File: config.mk
export PLATFORM = sky130hd
export DESIGN_NAME = fft_frame_sequencer
export DESIGN_NICKNAME = d
export VERILOG_FILES = /design/src/rtl/fft_frame_sequencer.sv
export SDC_FILE = /design/constraint.sdc
export NUM_CORES = 1
export LEC_CHECK = 0
export ABC_AREA = 1
export CORE_UTILIZATION = 45
export CTS_CLUSTER_DIAMETER = 50
export DETAILED_ROUTE_END_ITERATION = 10
export PLACE_DENSITY = 0.65
export RECOVER_POWER = 50
export SKIP_LAST_GASP = 1
export SYNTH_ARGS = -nofsm -noshare
export SYNTH_HDL_FRONTEND = slang
export SYNTH_SLANG_ARGS = --single-unit
File: constraint.sdc
create_clock -name clk -period 4.2 [get_ports clk]
set_input_delay 0.63 -clock clk [delete_from_list [all_inputs] [get_ports clk]]
set_output_delay 0.63 -clock clk [all_outputs]
set_load 0.05 [all_outputs]
File: src/rtl/fft_frame_sequencer.sv
// fft_frame_sequencer: captures the FIR sample stream into two ping-pong
// frame banks and steps the shared butterfly datapath through NSTAGE
// stages per full bank, pulsing fft_valid per frame and raising done
// after FRAMES frames.
// Optional build macro: FAS_SEQ_TIMEOUT_EN adds a per-stage watchdog that
// abandons a stalled frame and sets the sticky err flag.
module fft_frame_sequencer #(
  parameter int DW     = 16,
  parameter int NPT    = 16,
  parameter int NSTAGE = 4,
  parameter int FRAMES = 64
`ifdef FAS_SEQ_TIMEOUT_EN
  ,
  parameter int TIMEOUT = 255
`endif
) (
  input  logic              clk,
  input  logic              rst,
  input  logic              in_valid,
  input  logic [DW-1:0]     in_data,
  output logic [NPT*DW-1:0] frame_data,
  output logic              stage_en,
  output logic [1:0]        stage_sel,
  input  logic              stage_done,
  output logic              fft_valid,
  output logic [6:0]        frame_cnt,
  output logic              done,
  output logic              overrun,
  output logic              err
);

  localparam int PW = $clog2(NPT);

  typedef enum logic [1:0] {S_IDLE, S_ISSUE, S_WAIT, S_EMIT} state_t;

  state_t          state;
  logic [DW-1:0]   mem [2][NPT];
  logic [1:0]      full;
  logic            wr_bank;
  logic            rd_bank;
  logic [PW-1:0]   wr_ptr;
  logic            accept;
  logic            drop;
  logic            release_bank;
  logic [NPT*DW-1:0] rd_frame;

  // Capture is frozen once the run is complete; a full write bank means both banks are full.
  assign accept = in_valid && !done && !full[wr_bank];
  assign drop   = in_valid && !done &&  full[wr_bank];

`ifdef FAS_SEQ_TIMEOUT_EN
  logic [7:0] wd_cnt;
  logic       timeout;

  assign timeout      = (state == S_WAIT) && !stage_done && (wd_cnt == 8'(TIMEOUT - 1));
  assign release_bank = (state == S_EMIT) || timeout;
`else
  assign release_bank = (state == S_EMIT);
  assign err          = 1'b0;
`endif

  // Flatten the oldest bank, sample 0 in the LSBs.
  for (genvar g = 0; g < NPT; g++) begin : g_pack
    assign rd_frame[g*DW +: DW] = mem[rd_bank][g];
  end

  // Sample storage; contents need no reset since full flags gate their use.
  always_ff @(posedge clk) begin
    if (accept) mem[wr_bank][wr_ptr] <= in_data;
  end

  // Bank bookkeeping: fill pointer, full flags, fill/process order, overrun.
  always_ff @(posedge clk) begin
    if (rst) begin
      full    <= '0;
      wr_bank <= 1'b0;
      rd_bank <= 1'b0;
      wr_ptr  <= '0;
      overrun <= 1'b0;
    end else begin
      // Release and fill always target different banks, so both may land together.
      if (release_bank) begin
        full[rd_bank] <= 1'b0;
        rd_bank       <= ~rd_bank;
      end
      if (accept) begin
        if (wr_ptr == PW'(NPT - 1)) begin
          full[wr_bank] <= 1'b1;
          wr_bank       <= ~wr_bank;
          wr_ptr        <= '0;
        end else begin
          wr_ptr <= wr_ptr + 1'b1;
        end
      end
      if (drop) overrun <= 1'b1;
    end
  end

  // Stage sequencer with registered outputs; stage_sel doubles as the stage counter.
  always_ff @(posedge clk) begin
    if (rst) begin
      state      <= S_IDLE;
      stage_en   <= 1'b0;
      stage_sel  <= '0;
      fft_valid  <= 1'b0;
      frame_cnt  <= '0;
      done       <= 1'b0;
      frame_data <= '0;
`ifdef FAS_SEQ_TIMEOUT_EN
      err        <= 1'b0;
      wd_cnt     <= '0;
`endif
    end else begin
      stage_en  <= 1'b0;
      fft_valid <= 1'b0;
      case (state)
        S_IDLE: begin
          if (full[rd_bank] && !done) begin
            frame_data <= rd_frame;
            stage_sel  <= '0;
            stage_en   <= 1'b1;
            state      <= S_ISSUE;
          end
        end
        S_ISSUE: begin
          state <= S_WAIT;
`ifdef FAS_SEQ_TIMEOUT_EN
          wd_cnt <= '0;
`endif
        end
        S_WAIT: begin
          if (stage_done) begin
            if (stage_sel == 2'(NSTAGE - 1)) begin
              fft_valid <= 1'b1;
              state     <= S_EMIT;
            end else begin
              stage_sel <= stage_sel + 2'd1;
              stage_en  <= 1'b1;
              state     <= S_ISSUE;
            end
          end
`ifdef FAS_SEQ_TIMEOUT_EN
          else if (timeout) begin
            err   <= 1'b1;
            state <= S_IDLE;
          end else begin
            wd_cnt <= wd_cnt + 8'd1;
          end
`endif
        end
        S_EMIT: begin
          if (frame_cnt != 7'(FRAMES)) begin
            frame_cnt <= frame_cnt + 7'd1;
            if (frame_cnt == 7'(FRAMES - 1)) done <= 1'b1;
          end
          state <= S_IDLE;
        end
        default: state <= S_IDLE;
      endcase
    end
  end

endmodule

==> flow_metrics.py <==
metrics = {
    "global_route": {
        "grt_first_pass_wirelength_mm": 112,
        "grt_pass1_vias": 19400,
        "grt_max_degree": 260,
        "antenna_found_initial": 1,
        "grtUsageTotal": 0.216,
        "gr-total-overflow": 0,
    },
    "sta": {
        "max_freq_mhz": 300,
        "maxSlewViolCount": 730,
        "worst_pin_slew_ns": 2.49,
        "slew_headroom": -0.662,
        "clock_skew_ns": 0.0219,
        "tns_ns": 0,
        "fin_crit_sh": 0.794,
        "hold_viol_final": 0,
        "setup_viol": 0,
        "timing.final.crit_period_ns": 3.33,
        "grt_setup_unrepaired": "false",
    },
    "route": {
        "post_drt_wl_per_cell_um": 18.9,
        "drtAntennaViolNets": 0,
        "drtIter0Drc": 1576,
        "wl_met3_mm": 4.06,
        "via_per_inst": 5.13,
        "wl_met1_mm": 32.2,
        "top_layer": "met4",
        "wirelength_mm": 73.2,
        "vias": 19900,
        "dr.pass1.iters": 5,
        "route.detailed.drc": 0,
        "wl_met2_mm": 35.5,
    },
    "critical_path": {
        "crit_path_max_fanout": 16,
        "cp-end-kind": "register",
        "cp_cell_sequence": "o21ai_0 -> nand2_2 -> nor4_1 -> clkbuf_1",
        "crit_family": "compound AO/OA/AOI/OAI gates",
        "r2r-end": "mem[0][196]",
        "crit_type": "register to register",
        "start_kind": "register",
        "worstPathRequired_ns": 4.44,
        "arrival_ns": 3.58,
        "crit_start": "wr_bank",
        "r2r_start": "wr_bank",
        "reg2regPathDepth": 4,
        "worst-path-buf-inv": 1,
        "max_stage_delay_ns": 0.96,
        "ff2ff_setup_slack_ns": 0.87,
        "slowest_stage": "o21ai_0",
        "cp.depth": 4,
        "critPathCapture": "mem[0][196]",
    },
    "layout": {
        "drive_above_1_share": 0.0646,
        "nets": 2970,
        "diodes": 0,
        "final_area_um2": 36100,
        "area_growth_pct": 20.9,
        "nFillCells": 5507,
    },
    "logic_synthesis": {
        "synth_top_area_frac": 0.515,
        "avgSynthCellArea_um2": 11.1,
        "yosysTopAreaCell": "edfxtp_1",
        "synth-main-ff-cell": "edfxtp_1",
        "ys_seq_area_frac": 0.701,
        "synthCells": 2704,
        "netlist_area_um2": 29900,
        "synth_commonest_cells": "nand2_1, edfxtp_1, dfxtp_1",
        "synthArstFlopShare": 0,
        "synth_most_common_cell": "nand2_1",
        "ys_warn_count": 0,
        "syn-num-nets": 2731,
        "synth_cell_types": 31,
        "ys_ff_latch": 791,
        "synth_edf_count": 512,
        "yosys-top-cells-area": "edfxtp_1, dfxtp_1, nand2_1",
    },
    "worst_hold_path": {
        "hold_class": "register to register",
    },
    "clock_tree": {
        "cts_buffer_depth": 3,
        "path_clk_slew_ns": 0.06,
        "clk_latency_ns": 0.64,
        "cts_post_setup_buffers_inserted": 0,
        "cts_hold_buf": 0,
        "htreeDepth": 3,
        "cts_tree": "built",
        "cts.sinks": 791,
        "clock-root-buffer": "clkbuf_16",
        "post_cts_resized": 0,
        "cts_buffers": 89,
    },
    "placement": {
        "place_area_um2": 33300,
        "place.gp.congestion": 0.790,
        "hpwlAfterDp_mm": 42.0,
        "io_buffers": 288,
    },
    "floorplanning": {
        "fp.dieArea_um2": 67400,
        "coreArea_um2": 65700,
        "die_w_um": 260,
        "io_pins": 290,
        "rows": 94,
        "start_util": 0.454,
        "die_h_um": 260,
    },
    "job": {
        "max_cap_viol_count": 19,
    },
    "power_and_ir_drop": {
        "powerDensity_nw_per_um2": 448,
        "peakVddDrop_mv": 0.250,
        "leakagePower_nw": 12.8,
    },
    "run_status": {
        "violations": "max-capacitance violations, max-slew violations",
        "outcome": "finished with violations",
    },
}
## final cells by class
| class | instances | area, µm² | area share |
|---|---|---|---|
| Clock buffer | 119 | 2490 | 0.0689 |
| Clock inverter | 47 | 423 | 0.0117 |
| Inverter | 31 | 118 | 0.00326 |
| Multi-Input combinational cell | 1706 | 7930 | 0.219 |
| Sequential cell | 791 | 21000 | 0.580 |
| Tap cell | 864 | 1080 | 0.0299 |
| Timing Repair Buffer | 324 | 3120 | 0.0863 |
## power breakdown
group	switching, mW	internal (mW)	total, mW
clock	3.13	4.47	7.60
combinational	0.224	0.0306	0.255
sequential	0.00962	8.32	8.33
total	3.37	12.8	16.2
## worst min path at each step
stage	startpoint	end	slack [ns]	depth (start not counted)
after floorplan	full[1]	full[1]	0.45	2
after global placement	frame_data[77]	frame_data[77]	0.46	2
after detailed placement	frame_data[104]	frame_data[104]	0.46	2
after CTS	rst	stage_en	0.46	2
after global routing	frame_data[161]	frame_data[161]	0.48	2
final	frame_data[104]	frame_data[104]	0.46	2
## cells in the final DEF (no fill, tap or decap), types with 2 or more instances in the layout
| master | instances |
|---|---|
| a21oi_1 | 268 |
| edfxtp_1 | 512 |
| buf_4 | 25 |
| nand4_1 | 4 |
| clkbuf_2 | 4 |
| ha_1 | 7 |
| clkinvlp_4 | 7 |
| nand3b_1 | 257 |
| nor2_1 | 45 |
| nor4_1 | 3 |
| o21ai_0 | 9 |
| nor3_1 | 2 |
| clkbuf_1 | 37 |
| clkinv_2 | 10 |
| dlygate4sd3_1 | 27 |
| clkbuf_16 | 94 |
| nor2_4 | 3 |
| clkdlybuf4s50_1 | 244 |
| buf_12 | 6 |
| bufinv_16 | 4 |
| nand2_1 | 1079 |
| clkinv_4 | 4 |
| dfxtp_1 | 279 |
| xor2_1 | 4 |
| inv_8 | 2 |
| inv_1 | 30 |
| inv_6 | 13 |
| clkbuf_8 | 5 |
| nand3_1 | 6 |
| clkinv_1 | 6 |
| nor2_2 | 10 |
## layer usage
layer  up-vias  GRT usage
met4         0     0.0683
met2       575      0.356
met5         -          0
met3        92     0.0323
li1       9612          -
met1      9639      0.292
## logic make-up after synthesis
kind of cell,share of synthesized area
and+or+nand+nor,0.213
DFF,0.701
AOI/OAI and AO/OA,0.0470
buffers and inverters,0.0343
adders and majority gates,0.00293
xor gates and xnor gates,0.00147
other,0.000126
## metrics by stage
step | power, mW | hold slack, ns | setup WS, ns | utilization | instances
3_5_place_dp | 8.75 | 0.457 | 0.700 | 0.506 | 3716
4_1_cts | 16.3 | 0.462 | 1.38 | 0.551 | 3882
5_1_grt | 16.7 | 0.478 | 0.624 | 0.549 | 3882
6_report | 16.2 | 0.461 | 0.866 | 0.549 | 3882
2_1_floorplan | 8.58 | 0.454 | 0.945 | - | 2704
3_3_place_gp | 8.74 | 0.455 | 0.803 | 0.506 | 3716
## worst register-to-register path, cell delays in order, from the launching register on
cell and delay [ns]:
dfxtp_1 0.33, o21ai_0 0.96, nand2_2 0.42, nor4_1 0.40, clkbuf_1 0.83
## sequential cells by signal, summed over array words and instances, names as in the netlist
name and cells:
mem 512, frame_data 256, frame_cnt 7, wr_ptr 4, full 2, stage_sel 2
state 2, done 1, fft_valid 1, overrun 1, rd_bank 1, stage_en 1
wr_bank 1
Note: power is estimated with default switching activity, not from simulation.
